## config.mk

```make
export PLATFORM = sky130hd
export DESIGN_NAME = lane_shooter_core
export DESIGN_NICKNAME = d
export VERILOG_FILES = /design/src/rtl/lane_shooter_core.sv
export SDC_FILE = /design/constraint.sdc
export NUM_CORES = 1
export LEC_CHECK = 0
export ABC_AREA = 1
export CAP_MARGIN = 20
export CORE_MARGIN = 1
export CORE_UTILIZATION = 51
export DETAILED_ROUTE_END_ITERATION = 8
export HOLD_SLACK_MARGIN = 0.03
export PLACE_DENSITY = 0.73
export SLEW_MARGIN = 10
export SYNTH_ARGS = -nofsm -noshare
export SYNTH_HDL_FRONTEND = slang
export SYNTH_SLANG_ARGS = --single-unit
```

## constraint.sdc

```tcl
create_clock -name clk -period 2.3 [get_ports clk]
set_clock_uncertainty 0.05 [all_clocks]
set_input_delay 0.345 -clock clk [delete_from_list [all_inputs] [get_ports clk]]
set_output_delay 0.345 -clock clk [all_outputs]
set_load 0.02 [all_outputs]
```

## src/rtl/lane_shooter_core.sv

```systemverilog
// lane_shooter_core
//
// Game engine for the LCD target-shooting game. A COLS-deep queue of targets
// is filled from a 16-bit Galois LFSR; one-cycle button pulses are judged
// against the queue head while a per-second countdown runs. The block keeps a
// BCD score and a high score retained across rounds (cleared only by reset).
//
// Ports:
//   clk          system clock
//   reset        synchronous, active-high; clears everything incl. high score
//   btn_pressed  one-cycle press pulses, bit i = lane i
//   start        pulse; WAIT -> PLAY
//   restart      pulse; OVER -> FILL
//   state        IDLE=0, FILL=1, WAIT=2, PLAY=3, OVER=4
//   queue        target lanes, entry k at [k*LB +: LB], entry 0 is the head
//   sec_left     seconds remaining in the round
//   score_bcd    current score, digit 0 in the low nibble
//   high_bcd     best finished score since reset
//   hit, miss    one-cycle judgement pulses
//   new_high     level; last round beat the previous high score
module lane_shooter_core #(
    parameter int          LANES         = 2,
    parameter int          COLS          = 16,
    parameter int          PLAY_SEC      = 10,
    parameter int          TICKS_PER_SEC = 100_000_000,
    parameter int          SCORE_DIGITS  = 3,
    parameter int          PENALTY_SEC   = 1,
    parameter logic [15:0] LFSR_SEED     = 16'hACE1,
    localparam int         LB            = $clog2(LANES),
    localparam int         SW            = $clog2(PLAY_SEC + 1)
) (
    input  logic                      clk,
    input  logic                      reset,
    input  logic [LANES-1:0]          btn_pressed,
    input  logic                      start,
    input  logic                      restart,
    output logic [2:0]                state,
    output logic [COLS*LB-1:0]        queue,
    output logic [SW-1:0]             sec_left,
    output logic [4*SCORE_DIGITS-1:0] score_bcd,
    output logic [4*SCORE_DIGITS-1:0] high_bcd,
    output logic                      hit,
    output logic                      miss,
    output logic                      new_high
);

    typedef enum logic [2:0] {
        ST_IDLE = 3'd0,
        ST_FILL = 3'd1,
        ST_WAIT = 3'd2,
        ST_PLAY = 3'd3,
        ST_OVER = 3'd4
    } state_t;

    localparam int SD = 4 * SCORE_DIGITS;
    localparam int TW = (TICKS_PER_SEC > 1) ? $clog2(TICKS_PER_SEC) : 1;
    localparam int FW = (COLS > 1) ? $clog2(COLS) : 1;

    // x^16 + x^14 + x^13 + x^11 + 1 in right-shifting Galois form
    localparam logic [15:0]      LFSR_TAPS = 16'hB400;
    localparam logic [SD-1:0]    SCORE_MAX = {SCORE_DIGITS{4'h9}};
    localparam logic [LANES-1:0] LANE_ONE  = {{(LANES-1){1'b0}}, 1'b1};
    localparam logic [SW-1:0]    SEC_FULL  = SW'(PLAY_SEC);
    localparam logic [TW-1:0]    TICK_LAST = TW'(TICKS_PER_SEC - 1);
    localparam logic [FW-1:0]    FILL_LAST = FW'(COLS - 1);

    // One Galois LFSR step.
    function automatic logic [15:0] lfsr_step(input logic [15:0] v);
        logic [15:0] r;
        if (v[0]) begin
            r = {1'b0, v[15:1]} ^ LFSR_TAPS;
        end else begin
            r = {1'b0, v[15:1]};
        end
        return r;
    endfunction

    // BCD increment with ripple carry; an all-nines score saturates.
    function automatic logic [SD-1:0] bcd_inc(input logic [SD-1:0] v);
        logic [SD-1:0] r;
        logic          carry;
        r     = v;
        carry = 1'b1;
        if (v == SCORE_MAX) begin
            r = v;
        end else begin
            for (int i = 0; i < SCORE_DIGITS; i++) begin
                if (carry) begin
                    if (v[4*i +: 4] == 4'h9) begin
                        r[4*i +: 4] = 4'h0;
                        carry       = 1'b1;
                    end else begin
                        r[4*i +: 4] = v[4*i +: 4] + 4'h1;
                        carry       = 1'b0;
                    end
                end else begin
                    r[4*i +: 4] = v[4*i +: 4];
                end
            end
        end
        return r;
    endfunction

    // Seconds minus the combined tick/penalty amount, floored at zero.
    function automatic logic [SW-1:0] sec_sat_sub(input logic [SW-1:0] sec,
                                                  input logic [31:0]   sub);
        logic [31:0]   sec_w;
        logic [SW-1:0] r;
        sec_w = 32'(sec);
        if (sub >= sec_w) begin
            r = '0;
        end else begin
            r = SW'(sec_w - sub);
        end
        return r;
    endfunction

    state_t               state_q,    state_d;
    logic [COLS*LB-1:0]   queue_q,    queue_d;
    logic [SW-1:0]        sec_q,      sec_d;
    logic [SD-1:0]        score_q,    score_d;
    logic [SD-1:0]        high_q,     high_d;
    logic                 hit_q,      hit_d;
    logic                 miss_q,     miss_d;
    logic                 new_high_q, new_high_d;
    logic [15:0]          lfsr_q,     lfsr_d;
    logic [TW-1:0]        tick_q,     tick_d;
    logic [FW-1:0]        fill_q,     fill_d;

    logic [LB-1:0]        new_lane_s;
    logic [LB-1:0]        head_s;
    logic [COLS*LB-1:0]   shifted_s;
    logic [LANES-1:0]     hit_sel_s;
    logic [31:0]          sec_sub_s;

    // Next-state, judging, scoring and countdown logic.
    always_comb begin
        state_d    = state_q;
        queue_d    = queue_q;
        sec_d      = sec_q;
        score_d    = score_q;
        high_d     = high_q;
        hit_d      = 1'b0;
        miss_d     = 1'b0;
        new_high_d = new_high_q;
        tick_d     = tick_q;
        fill_d     = fill_q;
        sec_sub_s  = 32'd0;

        lfsr_d     = lfsr_step(lfsr_q);
        new_lane_s = lfsr_q[LB-1:0];
        head_s     = queue_q[LB-1:0];
        // Queue moves toward the head; the fresh target lands in the tail.
        shifted_s  = {new_lane_s, queue_q[COLS*LB-1:LB]};
        // The only press pattern that counts as a hit: exactly the head lane.
        hit_sel_s  = LANE_ONE << head_s;

        case (state_q)
            ST_IDLE: begin
                state_d    = ST_FILL;
                fill_d     = '0;
                score_d    = '0;
                new_high_d = 1'b0;
                sec_d      = SEC_FULL;
            end
            ST_FILL: begin
                queue_d = shifted_s;
                if (fill_q == FILL_LAST) begin
                    state_d = ST_WAIT;
                    fill_d  = fill_q;
                end else begin
                    state_d = ST_FILL;
                    fill_d  = fill_q + 1'b1;
                end
            end
            ST_WAIT: begin
                if (start) begin
                    state_d = ST_PLAY;
                    tick_d  = '0;
                end else begin
                    state_d = ST_WAIT;
                end
            end
            ST_PLAY: begin
                if (sec_q == '0) begin
                    // Final PLAY cycle: settle the round, presses no longer count.
                    state_d = ST_OVER;
                    if (score_q > high_q) begin
                        high_d     = score_q;
                        new_high_d = 1'b1;
                    end else begin
                        high_d     = high_q;
                    end
                end else begin
                    if (btn_pressed == '0) begin
                        sec_sub_s = 32'd0;
                    end else if (btn_pressed == hit_sel_s) begin
                        hit_d   = 1'b1;
                        score_d = bcd_inc(score_q);
                        queue_d = shifted_s;
                    end else begin
                        miss_d    = 1'b1;
                        sec_sub_s = 32'(PENALTY_SEC);
                    end
                    // A tick and a penalty in one cycle add up before flooring.
                    if (tick_q == TICK_LAST) begin
                        tick_d    = '0;
                        sec_sub_s = sec_sub_s + 32'd1;
                    end else begin
                        tick_d    = tick_q + 1'b1;
                    end
                    sec_d = sec_sat_sub(sec_q, sec_sub_s);
                end
            end
            ST_OVER: begin
                if (restart) begin
                    state_d    = ST_FILL;
                    fill_d     = '0;
                    score_d    = '0;
                    new_high_d = 1'b0;
                    sec_d      = SEC_FULL;
                end else begin
                    state_d    = ST_OVER;
                end
            end
            default: begin
                state_d = ST_IDLE;
            end
        endcase
    end

    // State and datapath registers with synchronous reset.
    always_ff @(posedge clk) begin
        if (reset) begin
            state_q    <= ST_IDLE;
            queue_q    <= '0;
            sec_q      <= SEC_FULL;
            score_q    <= '0;
            high_q     <= '0;
            hit_q      <= 1'b0;
            miss_q     <= 1'b0;
            new_high_q <= 1'b0;
            lfsr_q     <= LFSR_SEED;
            tick_q     <= '0;
            fill_q     <= '0;
        end else begin
            state_q    <= state_d;
            queue_q    <= queue_d;
            sec_q      <= sec_d;
            score_q    <= score_d;
            high_q     <= high_d;
            hit_q      <= hit_d;
            miss_q     <= miss_d;
            new_high_q <= new_high_d;
            lfsr_q     <= lfsr_d;
            tick_q     <= tick_d;
            fill_q     <= fill_d;
        end
    end

    assign state     = state_q;
    assign queue     = queue_q;
    assign sec_left  = sec_q;
    assign score_bcd = score_q;
    assign high_bcd  = high_q;
    assign hit       = hit_q;
    assign miss      = miss_q;
    assign new_high  = new_high_q;

endmodule
```

# Yosys cells after proc, flatten, opt, wreduce, memory -nomap -nowiden
# Cells that the tools add are included.
classes:
  n_addsub: 7
  magnitude_cmp: 2
  n_eq_ne: 22
  n_shift: 1
  n_mux: 58
  n_bitwise: 2
  n_reduce_logical: 17
op_table:
  columns: ["cell", "count"]
  rows:
  - ["$mux W32", 5]
  - ["$mux W27", 3]
  - ["$mux W16", 4]
  - ["$mux W12", 5]
  - ["$pmux W27 S2", 1]
  - ["$mux W4", 10]
  - ["$pmux W12 S3", 1]
  - ["$add A32 B1 Y32 const B", 1]
  - ["$ge A32 B4 Y1", 1]
  - ["$pmux W16 S2", 1]
  - ["$add A27 B1 Y27 const B", 1]
  - ["$eq A27 B27 Y1 const B", 1]
  - ["$pmux W4 S3", 2]
  - ["$ne A2 B2 Y1 const B", 11]
  - ["$mux W1", 21]
  - ["$add A4 B1 Y4 const B", 4]
  - ["$eq A4 B4 Y1 const B", 4]
  - ["$pmux W3 S5", 1]
  - ["$reduce_and A7 Y1", 2]
  - ["$eq A12 B12 Y1 const B", 1]
  - ["$gt A12 B12 Y1", 1]
  - ["$reduce_and A3 Y1", 4]
  - ["$reduce_and A4 Y1", 2]
  - ["$eq A3 B2 Y1 const B", 2]
  - ["17 further kinds", 20]
totals:
  reg_bits: 97
  out_inout_bits: 50
  elab_cells: 122

# Longest topological paths before layout
# Gate-level depths: netlist (run 1).
logic_depth:
  depth_word: 19
  depth_mapped: 14
  depth_no_buf: 14

# Worst setup path after synthesis (run 1)
# No wires, ideal clock.
synth_timing:
  path_type: "reg-to-reg"
  start: "reg tick_q[0]"
  end: "reg sec_q[0], in the netlist sec_left[0]"
  setup_time_ns: 0.119
  arrival_time_ns: 2.132
  required_time_ns: 2.131
  slack_ns: -0.001
  path_stages_with_launch: 13
  n_path_buf: 0
  period_less_slack_ns: 2.301
  path_cell_list: "dfxtp_1 ha_1 nand2_1 nor2_2 nand2_2 nor3_1 ha_1 ha_1 o21ai_0 a21boi_0 nor3_1 o21ai_0 a21oi_1"
synth_via:
  elab_chain_cells: 8
  elab_cells_between_ends: 9
  cone_classes: "add/sub: 1; order compare: 1; eq/ne: 1; mux: 6"
synth_lines:
  columns: ["item", "line", "text"]
  rows:
  - ["from (decl)", "127", "logic [TW-1:0] tick_q, tick_d;"]
  - ["from (signal assigned)", "256", "tick_q <= tick_d;"]
  - ["$eq A27 B27 Y1 (*)", "206", "if (tick_q == TICK_LAST) begin"]
  - ["$mux W32 (*)", "206", null]
  - ["$mux W32 (*)", "185", "if (sec_q == '0) begin"]
  - ["$mux W32 (*)", "158", "case (state_q)"]
  - ["$ge A32 B4 Y1 / $sub A4 B4 Y4 (equally long branches)", "110, 113", null]
  - ["$mux W4 (*)", "110", "if (sub >= sec_w) begin"]
  - ["$mux W4 (*)", "185", null]
  - ["$pmux W4 S3 (*)", "158", null]
  - ["to (signal assigned)", "237", "sec_q <= SEC_FULL;"]
  - ["to (signal assigned)", "249", "sec_q <= sec_d;"]
  - ["to (decl)", "120", "logic [SW-1:0] sec_q, sec_d;"]
# Mark *: on every way between the ends. The rest lies on a longest branch, timed or not. The select of a mux whose other input is x is not followed.
# A chain may end at the register's enable or synchronous reset.

# Worst setup path in the final report (run 1)
layout_timing:
  start: "reg tick_q[15]"
  end: "reg sec_q[2], in the netlist sec_left[2]"
# The elaborated chain is that of the path after synthesis.

==> results of run 1 <==
## worst paths after layout
| path | slack [ns] | to | from |
|---|---|---|---|
| worst max-delay path | -0.03 | sec_left[2] | tick_q[15] |
| worst min register to register | 0.36 | lfsr_q[9] | lfsr_q[10] |
| worst max register to register | -0.03 | sec_left[2] | tick_q[15] |
| worst min-delay path | 0.36 | lfsr_q[9] | lfsr_q[10] |
## cell usage after synthesis (2+ instances only)
cell	n	share of area
a21oi_1	42	0.041
a21oi_2	4	0.0068
a31oi_1	3	0.0037
buf_2	5	0.0049
buf_4	2	0.0029
buf_6	7	0.015
clkbuf_1	7	0.0051
dfxtp_1	97	0.38
ha_1	25	0.061
inv_1	87	0.064
inv_2	6	0.0044
nand2_1	149	0.11
nand2_2	8	0.0098
nand2_4	4	0.0088
nand3_1	50	0.049
nand3_2	6	0.012
nand3b_1	3	0.0044
nand4_1	16	0.020
nor2_1	98	0.072
nor2_2	15	0.018
nor2_4	2	0.0044
nor3_1	10	0.0098
nor3_2	2	0.0039
nor4_1	4	0.0049
o21ai_0	9	0.0088
o21ai_1	5	0.0049
o21ai_2	2	0.0034
o21bai_1	2	0.0029
or2_2	6	0.0073
xnor2_1	3	0.0051
xor2_1	14	0.024
## layer usage
layer | global-route usage | share of wire | wire length (um) | vias up
met1 | 0.3023 | 0.45 | 5467 | 2278
met5 | 0 | 0 | 0 | -
met2 | 0.4094 | 0.50 | 6037 | 96
li1 | - | - | - | 2454
met3 | 0.04378 | 0.038 | 460 | 11
met4 | 0.08352 | 0.012 | 151 | 0
## cell families (layout without fill, tap and decap cells)
logic type      Yosys count  after routing  share of synthesized area
simple gates            377            377                     0.3401
flops                    97             97                     0.3784
compound gates           75             75                    0.08557
mux                       1              1                   0.001950
fa+ha+maj                26             26                    0.06485
xor+xnor                 17             17                    0.02901
buf+inv                 115            218                     0.1002
## power by group through the flow
| stage | Combinational [mW] | Clock [mW] | Sequential, mW |
|---|---|---|---|
| finish | 0.263 | 1.12 | 1.73 |
| detailed placement | 0.247 | 0 | 1.77 |
| global route | 0.293 | 1.21 | 1.74 |
| CTS | 0.257 | 1.13 | 1.73 |
| global placement | 0.239 | 0 | 1.77 |
| floorplan | 0.156 | 0 | 1.78 |
## flip-flops by register name, indices dropped and copies added (netlist names), 3 cells and up
signal     count
tick_q        27
lfsr_q        16
queue         16
high_bcd      12
score_bcd     12
fill_q         4
sec_left       4
state          3
## tightest hold or removal path, cell delays in order, from the launching register on
cell,delay [ns]
dfxtp_1,0.31
inv_1,0.04
nor2_1,0.03
## final cells by class
class / instances / area, um2 / share of cell area
inverters: 93 / 351.6 / 0.05467
multi-input cells: 496 / 2804 / 0.4360
clock buffers: 12 / 165.2 / 0.02568
clock inverters: 4 / 33.78 / 0.005253
well taps: 133 / 166.4 / 0.02588
repair buffers: 109 / 963.4 / 0.1498
flip-flops and latches: 97 / 1947 / 0.3027
## through the flow
stage | setup TNS (ns) | instances | power [mW]
4_1_cts | -0.2243 | 941 | 3.122
3_3_place_gp | -1.014 | 924 | 2.009
6_report | -0.05407 | 944 | 3.119
2_1_floorplan | 0 | 708 | 1.939
5_1_grt | -0.3883 | 944 | 3.236
3_5_place_dp | -1.379 | 924 | 2.019
## timing repair
action | 4_1_cts | 5_1_grt
hold buffers | 0 | 0
setup buffers | 1 | 3
gates cloned | 0 | 0
hold endpoints to repair | 0 | 0
pin swaps | 12 | 8
resized for setup | 15 | 19
endpoints found under the setup margin | 4 | 4
==> summary.txt, run 1 <==
Final layout
  • Nets: 838
  • Fin area: 0.006431 mm2
  • Most common cell after layout, fill and taps aside: nand2_1
  • Diodes inserted: 0
  • Layout cells sized above 1: 0.1899
  • Utilization after layout: 0.6580
  • Area Overhead vs Synth: 25.30%
  • Most frequent cells in the layout: nand2_1, nor2_1, dfxtp_1
  • Layout filler cell count: 850

Synth
  • Yosys cell types: 46
  • Post-synthesis sequential area ratio: 0.3784
  • Post-synth EDFFs: 0
  • Syn Nets: 740
  • Top_reg_cell synth: dfxtp_1
  • Synth warnings: 0
  • Ys async rst share: 0
  • Average size of a mapped cell: 7.249 um2
  • Post-Syn Area: 0.005132 mm2
  • Syn Inst Count: 708
  • Yosys reg bits: 97

Power and ir drop
  • Seq pwr share: 0.555
  • PwrDens: 484.9 mW/mm2
  • Clock power share: 0.360
  • Int Power: 2.304 mW
  • Worst-case vdd ir drop: 405.9 uV
  • Switch Pwr: 0.8144 mW
  • Combinational power share: 0.084
  • Switching part of the total: 0.2611
  • P_leak: 2.745 nW

Routing
  • Post-DR vias/cell: 5.126
  • DRC violations left: 0
  • Total wire length: 12120 um
  • DR iter-0 viols: 257
  • TritonRoute pass-1 iters: 6
  • DR WL/cell: 12.84 um
  • Antenna Nets Post-Route: 0
  • Vias: 4839

Die
  • Die X: 102.3 um
  • Starting Density: 0.5251
  • Die footprint: 0.01047 mm2
  • Io pins: 56
  • DIE HEIGHT: 102.3 um
  • Placeable Area: 0.009774 mm2
  • # rows: 36

Clocking
  • Bufs on Longest Clock Path: 2
  • CTS sink cnt: 97
  • Worst-path clk slew: 0.10 ns
  • CTS Buf Count: 9
  • H-tree levels: 3
  • Worst-Skew Late Latency: 0.38 ns
  • CTS tree: built
  • CTS root buffer: clkbuf_8

Global routing
  • Pin count of the biggest net entering global routing: 46
  • Vias in the first global route: 4433
  • Total grt overflow: 0
  • Gr usage total: 0.2395
  • Initial antenna violation count: 0
  • First-pass GRT wire length: 19910 um

Timing
  • Hold Fails Final Rpt: 0
  • Fmax achieved: 0.4284 GHz
  • Fin crit period: 2.334 ns
  • Final critical-path share of the clock period: 1.015
  • Final setup viols: 2
  • Max-slew violation count: 0
  • Slew HR: 0.6930
  • Setup WS post-layout: -0.03400 ns
  • Hold slack final: 0.3598 ns
  • Worst Max-Slew Pin Slew: 0.4556 ns
  • RSZ-0062 raised after global routing: true

Critical path
  • Worst reg-to-reg path cell count: 12
  • Crit end category: register
  • Worst path required time: 2.56 ns
  • Worst path bufs/invs: 1
  • WP depth: 12
  • WP data arrival: 2.60 ns
  • CP startpoint kind: register
  • Worst path cell trace: nand2_2 > nor4_4 > nand3_2 > nor3_4 > ha_4 > ha_4 > inv_4 > fa_2 > xor2_1 > nor2_2 > nand3_2 > a21oi_2
  • CP max stage delay: 0.35 ns
  • CP max stage cell: dfxtp_2
  • Crit-path leading delay family: simple AND/OR/NAND/NOR gates
  • Class of the most critical setup path: reg2reg
  • Crit path max fanout: 2

Placement
  • GPL Wtd Cong: 0.8978
  • Detailed placement HPWL: 8765 um
  • Number of port buffers: 55
  • Post-DP Area: 0.006060 mm2
  • DP Worst Slack: -0.3974 ns

Flow run
  • Maximum Capacitance Violations: 0

Run status
  • Failing checks: setup timing
  • Status: finished with violations

Hold path
  • Worst Hold Path Cells: 2
  • Hold crit path type: reg2reg
(Power assumes the default switching activity.)
==> run 2, diff against run 1 <==
--- a/config.mk
+++ b/config.mk
@@ -10,6 +10,7 @@
 export CORE_MARGIN = 1
 export CORE_UTILIZATION = 51
 export DETAILED_ROUTE_END_ITERATION = 8
+export GPL_ROUTABILITY_DRIVEN = 0
 export HOLD_SLACK_MARGIN = 0.03
 export PLACE_DENSITY = 0.73
 export SLEW_MARGIN = 10
==> summary.txt, run 2 (synthesized netlist as in run 1, its figures left out) <==
Critical path
  • Worst path bufs/invs: 1 (unchanged)
  • CP max stage cell: dfxtp_2
  • Crit end category: register
  • Flop-to-flop setup slack: 0.02 ns (+0.05 ns)
  • Worst path cell trace: nand2_2 > nor4_4 > nand3_2 > nor3_4 > ha_4 > ha_4 > inv_2 > fa_2 > xor2_1 > nor2_1 > nand3_1 > a21oi_1
  • Worst path required time: 2.55 ns (about the same)
  • Crit path max fanout: 2 (unchanged)
  • Most frequent CP cell: ha_4
  • WP data arrival: 2.53 ns (-0.07 ns)
  • Class of the most critical setup path: reg2reg
  • CP max stage delay: 0.34 ns (about the same)
  • Crit-path leading delay family: simple AND/OR/NAND/NOR gates
  • CP startpoint kind: register

Routing
  • DR iter-0 viols: 225 (-12%)
  • Highest routed layer: met4
  • Vias: 4796 (-0.89%)
  • DRC violations left: 0 (unchanged)
  • Met1 wire length: 5492 um (+0.46%)
  • Met3 wire length: 512 um (+11%)
  • Antenna Nets Post-Route: 0 (unchanged)
  • TritonRoute pass-1 iters: 5 (-1)
  • DR WL/cell: 12.70 um (-1.0%)
  • Post-DR vias/cell: 5.086 (-0.78%)
  • Total wire length: 11980 um (-1.1%)
  • Met2 wire length: 5760 um (-4.6%)

Hold path
  • Hold crit path type: reg2reg

Timing
  • Hold Fails Final Rpt: 0 (unchanged)
  • Hold slack final: 0.3618 ns (+0.002047 ns)
  • RSZ-0062 raised after global routing: true
  • Slew HR: 0.6729 (-0.02015)
  • Max-slew violation count: 0 (unchanged)
  • Setup WS post-layout: 0.01972 ns (+0.05373 ns)
  • Worst Max-Slew Pin Slew: 0.4901 ns (+0.03450 ns)
  • Fmax achieved: 0.4385 GHz (+2.4%)
  • Final setup TNS: 0 ns (+0.05407 ns)
  • Final setup viols: 0 (-2)
  • Final critical-path share of the clock period: 0.9914 (-0.02336)
  • Fin crit period: 2.280 ns (-0.05373 ns)

Final layout
  • Most frequent cells in the layout: nand2_1, nor2_1, dfxtp_1
  • Largest Register: tick_q
  • Largest register FFs: 27 (unchanged)
  • Layout cells sized above 1: 0.1815 (-0.008408)
  • Area Overhead vs Synth: 24.91%
  • Fin area: 0.006411 mm2 (-0.31%)
  • Utilization after layout: 0.6559 (-0.002048)
  • Nets: 838 (unchanged)
  • Non-filler instance count after layout: 943 (-0.11%)
  • Most common cell after layout, fill and taps aside: nand2_1
  • Diodes inserted: 0 (unchanged)

Global routing
  • Total grt overflow: 0 (unchanged)
  • First-pass GRT wire length: 19280 um (-3.2%)
  • Gr usage total: 0.2342 (-0.005278)
  • Pin count of the biggest net entering global routing: 26 (-43%)
  • Vias in the first global route: 4292 (-3.2%)
  • Initial antenna violation count: 0 (unchanged)

Die
  • Placeable Area: 0.009774 mm2 (unchanged)
  • DIE HEIGHT: 102.3 um (unchanged)
  • Die footprint: 0.01047 mm2 (unchanged)
  • Io pins: 56 (unchanged)
  • Starting Density: 0.5251 (unchanged)
  • Die X: 102.3 um (unchanged)
  • # rows: 36 (unchanged)

Clocking
  • CTS root buffer: clkbuf_8
  • H-tree levels: 3 (unchanged)
  • Bufs on Longest Clock Path: 2 (unchanged)
  • CTS Buf Count: 9 (unchanged)
  • CTS Hold Bufs: 0 (unchanged)
  • Worst-path clk slew: 0.09 ns (about the same)
  • CTS tree: built
  • CTS sink cnt: 97 (unchanged)
  • Worst-Skew Late Latency: 0.37 ns (about the same)

Placement
  • Number of port buffers: 55 (unchanged)
  • Detailed placement HPWL: 8669 um (-1.1%)
  • Post-DP Area: 0.006082 mm2 (+0.37%)
  • DP Worst Slack: -0.4084 ns (-0.01098 ns)
  • Placed cell count: 927 (+0.32%)

Power and ir drop
  • PwrDens: 499.6 mW/mm2 (+3.0%)
  • Worst-case vdd ir drop: 405.3 uV (-0.15%)
  • P_leak: 2.745 nW (about the same)
  • Total Power: 3.203 mW (+2.7%)

Run status
  • Status: completed

Flow run
  • Maximum Capacitance Violations: 0 (unchanged)
[run 2: cell count changes in the layout (fill, tap and decap cells not counted), sizes merged]
cell | before | now
clkbuf | 12 | 10
bufinv | 0 | 2
inv | 94 | 93
[run 2: cell type report]
class / instances / area [um2]
Timing Repair Buffer: 109 / 955.9
Clock buffer: 10 / 127.6
Inverter: 93 / 349.1
Sequential cell: 97 / 1946
Clock inverter: 5 / 81.33
Multi-Input combinational cell: 496 / 2785
Tap cell: 133 / 166.4
Fill cell: 860 / 3363
[run 2: path summary, 6_finish.rpt]
check             start           to  depth (start not counted)
min reg2reg  lfsr_q[10]    lfsr_q[9]                          2
min          lfsr_q[10]    lfsr_q[9]                          2
max reg2reg  tick_q[16]  sec_left[2]                         12
max          tick_q[16]  sec_left[2]                         12
[run 2: timing repair]
action / CTS / global route
pin swaps: 11 / 5
setup endpoints to repair: 4 / 14
setup buffers: 0 / 1
gates resized for setup: 15 / 11
[run 2: report_power, final]
part	internal (mW)	switching, mW	leakage [nW]
clock network	0.607	0.598	0.102
registers	1.71	0.0228	0.789
logic	0.104	0.161	1.85
[run 2: layer usage]
layer,vias to the layer above,GRT usage
met3,21,0.04241
met5,-,0
met4,0,0.09231
met1,2228,0.2977
met2,95,0.3934
li1,2452,-
[run 2: worst register-to-register path, stage by stage (launching register included)]
cell and delay (ns):
dfxtp_2 0.34, nand2_2 0.07, nor4_4 0.29, nand3_2 0.13
nor3_4 0.19, ha_4 0.18, ha_4 0.13, inv_2 0.04
fa_2 0.33, xor2_1 0.15, nor2_1 0.09, nand3_1 0.07
a21oi_1 0.15
